[config.mk]
export PLATFORM = sky130hd
export DESIGN_NAME = ped_request
export DESIGN_NICKNAME = d
export VERILOG_FILES = /design/src/rtl/ped_request.sv
export SDC_FILE = /design/constraint.sdc
export NUM_CORES = 1
export LEC_CHECK = 0
export CORE_UTILIZATION = 35
export DETAILED_ROUTE_END_ITERATION = 12
export GPL_TIMING_DRIVEN = 0
export HOLD_SLACK_MARGIN = 0.08
export PLACE_DENSITY = 0.64
export SETUP_SLACK_MARGIN = 0.3
export SLEW_MARGIN = 40
export SYNTH_ARGS = -nofsm -noshare
export SYNTH_HDL_FRONTEND = slang
export SYNTH_SLANG_ARGS = --single-unit
[constraint.sdc]
create_clock -name i_pin3_clk_16mhz -period 2.05 [get_ports i_pin3_clk_16mhz]
set_input_delay 0.41 -clock i_pin3_clk_16mhz [delete_from_list [all_inputs] [get_ports i_pin3_clk_16mhz]]
set_output_delay 0.41 -clock i_pin3_clk_16mhz [all_outputs]
set_load 0.1 [all_outputs]
[src/rtl/ped_request.sv]
// rtl/ped_request.sv - pedestrian push-button front end with request latch and WAIT lamp
//
// Purpose:
//   Synchronises and debounces a raw active-low push button. Each debounced
//   press produces a one-cycle o_press pulse. The first press latches a
//   crossing request that is held until the controller acknowledges it.
//   While the request is pending, the WAIT lamp blinks.
//
// Ports:
//   i_pin3_clk_16mhz  in   system clock
//   i_rst             in   synchronous reset, active-high
//   i_pin9_button     in   raw button, asynchronous, active-low (pull-up)
//   i_ack             in   one-cycle grant pulse from the controller
//   o_press           out  one-cycle pulse per debounced press
//   o_request         out  latched crossing request
//   o_pin10_wait      out  WAIT lamp, blinks while the request is pending

module ped_request #(
  parameter int TIMER_SCALE    = 16000,
  parameter int DEBOUNCE_TICKS = 20,
  parameter int BLINK_TICKS    = 250
) (
  input  logic i_pin3_clk_16mhz,
  input  logic i_rst,
  input  logic i_pin9_button,
  input  logic i_ack,
  output logic o_press,
  output logic o_request,
  output logic o_pin10_wait
);

  localparam int PS_W = (TIMER_SCALE    > 1) ? $clog2(TIMER_SCALE)    : 1;
  localparam int DB_W = (DEBOUNCE_TICKS > 1) ? $clog2(DEBOUNCE_TICKS) : 1;
  localparam int BL_W = (BLINK_TICKS    > 1) ? $clog2(BLINK_TICKS)    : 1;

  localparam logic [PS_W-1:0] PS_MAX = PS_W'(TIMER_SCALE - 1);
  localparam logic [DB_W-1:0] DB_MAX = DB_W'(DEBOUNCE_TICKS - 1);
  localparam logic [BL_W-1:0] BL_MAX = BL_W'(BLINK_TICKS - 1);

  typedef enum logic [1:0] {
    IDLE    = 2'd0,
    PENDING = 2'd1,
    SERVED  = 2'd2
  } state_t;

  logic [PS_W-1:0] prescaler;
  logic            tick;
  logic            sync1;
  logic            sync2;
  logic            stable;
  logic            stable_q;
  logic [DB_W-1:0] deb_cnt;
  logic [BL_W-1:0] blink_cnt;
  state_t          state;

  // Time base shared by debounce and blink; with TIMER_SCALE=1 it ticks every cycle.
  assign tick = (prescaler == PS_MAX);

  always_ff @(posedge i_pin3_clk_16mhz) begin
    if (i_rst) begin
      prescaler <= '0;
    end else if (tick) begin
      prescaler <= '0;
    end else begin
      prescaler <= prescaler + 1'b1;
    end
  end

  // Two-flop synchroniser; resets to the released (high) level.
  always_ff @(posedge i_pin3_clk_16mhz) begin
    if (i_rst) begin
      sync1 <= 1'b1;
      sync2 <= 1'b1;
    end else begin
      sync1 <= i_pin9_button;
      sync2 <= sync1;
    end
  end

  // Debounce: the synchronised level must differ from the accepted level for
  // DEBOUNCE_TICKS consecutive ticks before it is accepted. Any return to the
  // accepted level restarts the count.
  // o_press compares the accepted level with its one-cycle-old copy, so the
  // pulse appears the cycle after the accepted level falls.
  always_ff @(posedge i_pin3_clk_16mhz) begin
    if (i_rst) begin
      stable   <= 1'b1;
      stable_q <= 1'b1;
      deb_cnt  <= '0;
      o_press  <= 1'b0;
    end else begin
      stable_q <= stable;
      o_press  <= stable_q & ~stable;
      if (sync2 == stable) begin
        deb_cnt <= '0;
      end else if (tick) begin
        if (deb_cnt == DB_MAX) begin
          stable  <= sync2;
          deb_cnt <= '0;
        end else begin
          deb_cnt <= deb_cnt + 1'b1;
        end
      end
    end
  end

  // Request FSM with registered outputs. The blink counter only runs in
  // PENDING, so every new request starts with a full lit half-period.
  always_ff @(posedge i_pin3_clk_16mhz) begin
    if (i_rst) begin
      state        <= IDLE;
      o_request    <= 1'b0;
      o_pin10_wait <= 1'b0;
      blink_cnt    <= '0;
    end else begin
      case (state)
        IDLE: begin
          blink_cnt <= '0;
          if (o_press) begin
            state        <= PENDING;
            o_request    <= 1'b1;
            o_pin10_wait <= 1'b1;
          end else begin
            o_request    <= 1'b0;
            o_pin10_wait <= 1'b0;
          end
        end
        PENDING: begin
          // Ack takes priority; further presses while pending are ignored.
          if (i_ack) begin
            state        <= SERVED;
            o_request    <= 1'b0;
            o_pin10_wait <= 1'b0;
            blink_cnt    <= '0;
          end else begin
            o_request <= 1'b1;
            if (tick) begin
              if (blink_cnt == BL_MAX) begin
                blink_cnt    <= '0;
                o_pin10_wait <= ~o_pin10_wait;
              end else begin
                blink_cnt <= blink_cnt + 1'b1;
              end
            end
          end
        end
        SERVED: begin
          // Wait for a debounced release so a button held across the ack
          // cannot raise a second request.
          o_request    <= 1'b0;
          o_pin10_wait <= 1'b0;
          blink_cnt    <= '0;
          if (stable) begin
            state <= IDLE;
          end
        end
        default: begin
          state        <= IDLE;
          o_request    <= 1'b0;
          o_pin10_wait <= 1'b0;
          blink_cnt    <= '0;
        end
      endcase
    end
  end

endmodule

==> metrics <==
R2R Path End blink_cnt[4]$_SDFFE_PP0N_; post-synthesis compound-gate area fraction 9.41%; register area share after synthesis a little under half; total length of routed wires 3.25 mm; RSZ-0062 raised after global routing yes; Total Nets Final around 220; CP endpoint blink_cnt[4]$_SDFFE_PP0N_; count leader, synth dfxtp_1; number of synthesized flops with an enable pin 0; WL/cell 12.5 um; Worst Setup SP i_ack; Period minus WS final 1770 ps; Core Area 4350 um2; synth top area cells dfxtp_1 45%, nor2_1 6.4%, xnor2_1 5.5%; initial antenna violation count 0; Remaining Overflow, GRT 0; # diodes 0; post-synthesis register bit count 36; status finished clean; RR Startpoint state[0]$_SDFFE_PP0P_; switching share of power 22.9%; crit path kind in -> reg; period utilization 86.4%; WP data arrival about 2000 ps; Max rail drop VDD 0.496 mV; clock buffer depth 2; DR DRC count 0; combinational power share 3.3%; FP Rows 24; share of layout cells above drive strength 1 24.0%; Mean Syn Cell Area 8.58 um2; Power per Cell Area roughly 630 nW/um2; Setup Viol. Count Final 0; Final Hold Fails 0; clock root buffer clkbuf_8; Syn Std Cell Area 1600 um2; Synth Warn # 0; Max Fclk 565 MHz; Post-synth ARST share 0%; vias in the first global route 1176; setup slack after layout 279 ps; IO Pins 7; Sink Count 36; TritonCTS buffer count 5; DIE AREA 4830 um2; switching pwr 0.286 mW; Max-slew headroom 61.5%; Cells after Synth 186; reg2reg path depth 5; clk_lat worst skew 290 ps; DR pass1 iterations 4; routability-driven placement congestion ratio 0.731; leakage power 0.669 nW; Post-Synth Simple-Gate Area 30.9%; CP startpoint kind input pin; flop2flop setup slack between 200 and 300 ps; hold buffer count at cts 0; Final Skew about 10 ps; CTS tree done; worst-path fanout max 6; Internal Power 0.964 mW; Synth Flop Type dfxtp_1; DR iter-0 viols 35; total negative slack 0 ps; Synth top area share between 40% and 50%; sequential power share 57.0%; dpl ws -275 ps; vias per cell 5.13; DP HPWL 2.05 mm; Synth cell types 37; cell accounting for the most synthesized area dfxtp_1; Die H 69.5 um; max-slew violations 0; Max Cap Violations 0; largest net degree at the start of global routing 13; Required @ worst endpoint 2280 ps; Post-synth top cells 36 x dfxtp_1, 27 x nor2_1, 16 x nand2_1, 14 x a21oi_1, 11 x nand3_1; gr usage total 14.4%; main combinational cell family by area after synthesis simple AND/OR/NAND/NOR gates; post-synthesis mux area share 1.25%; WHS Path Cells 2; adder-cell share of the synthesized area 3.14%; XOR/XNOR share of the synthesized area 7.14%; Initial Util 36.6%; total vias in the final route 1334; Synth Net Count 194; number of I/O port buffers 6; antenna viol nets, final 0; Clk pwr share 39.7%; Layout Area Growth over Synthesis 23.7%; worst slew pin tran ~570 ps; H-Tree Level Count 2; Die W 69.5 um; crit path capture type register; Reg clk slew, reported paths 80 ps; worst min path class reg -> reg; global-route wire length before repair between 5 and 6 mm
-- placed cells by master, fill, tap and decap left out, types with 2 or more instances in the layout --
cell type and count:
o21ai_1 3, o21ai_0 3, clkbuf_8 5, nand3_2 2, inv_1 7, or3_1 3, xor2_1 3, mux2i_1 2
dfxtp_2 8, a31oi_1 3, a21oi_2 2, and3_1 2, buf_6 4, nand4_1 3, buf_2 4, xnor2_1 10
nand3_1 9, dfxtp_4 2, nor2_1 27, buf_4 7, clkdlybuf4s50_1 2, or2_2 3, nand3b_1 5, nand2_1 15
nand2b_1 2, nor4_1 4, nor3_1 3, clkinv_2 2, a21oi_1 12, ha_1 3, dfxtp_1 26
-- area by class of cell --
class                   instances  area (um2)
well taps                      52        65.1
flip-flops and latches         36         738
fillers                       420        2380
clock buffers                   5        68.8
plain buffers                   5        48.8
multi-input cells             138         906
clock inverters                 3        18.8
inverters                       7        26.3
repair buffers                 14         101
-- worst max-delay path, stage by stage --
cell and delay (ps):
dlygate4sd2_1 240, or3b_4 430, or2_4 250, buf_6 130, or4_1 460, o21ai_1 90
-- per-layer routing --
metal  vias up  GRT usage [%]  part of all wire, %
met2        20           22.0                   47
met1       621           18.0                   48
met4         0           5.44                  1.5
li1        688              -                    -
met3         5           6.10                  3.9
met5         -              0                    0
-- how the worst min path moves through the flow --
stage	endpoint	from
after detailed placement	sync2$_SDFF_PP1_	sync1$_SDFF_PP1_
final	o_press$_SDFF_PP0_	stable_q$_SDFF_PP1_
after global routing	sync2$_SDFF_PP1_	sync1$_SDFF_PP1_
after floorplan	sync2$_SDFF_PP1_	sync1$_SDFF_PP1_
after CTS	o_press$_SDFF_PP0_	stable_q$_SDFF_PP1_
after global placement	sync2$_SDFF_PP1_	sync1$_SDFF_PP1_
-- kinds of logic after synthesis --
kind of cell,Yosys count
xor gates and xnor gates,13
DFF,36
buffers and inverters,12
muxes,2
AOI/OAI and AO/OA,27
adders and majority gates,4
and+or+nand+nor,92
-- timing repair --
item,in CTS,in global routing
buffers inserted,5,2
cloned,1,0
pin swaps,4,1
endpoints found under the setup margin,23,20
gates resized for setup,19,10
-- sequential cells by signal, indices dropped and copies added, names as in the netlist, 2 cells and up --
register	flops
blink_cnt	8
deb_cnt	5
prescaler	14
state	2
-- power groups by stage --
stage	clock network [mW]	registers (mW)	logic, mW
floorplan	0	0.730	0.0190
global placement	0	0.731	0.0297
detailed placement	0	0.731	0.0300
CTS	0.514	0.712	0.0386
global route	0.554	0.713	0.0458
finish	0.496	0.713	0.0409
-- through the flow --
step / power (mW) / util (%) / std cells / hold slack, ps / instance area [um2]
2_1_floorplan: 0.749 / - / 186 / 389 / 1620
3_3_place_gp: 0.761 / 40.1 / 244 / 391 / 1750
3_5_place_dp: 0.761 / 39.9 / 244 / 399 / 1740
4_1_cts: 1.26 / 44.3 / 258 / 414 / 1930
5_1_grt: 1.31 / 45.3 / 260 / 438 / 1970
6_report: 1.25 / 45.3 / 260 / 412 / 1970
(Power assumes the default switching activity.)
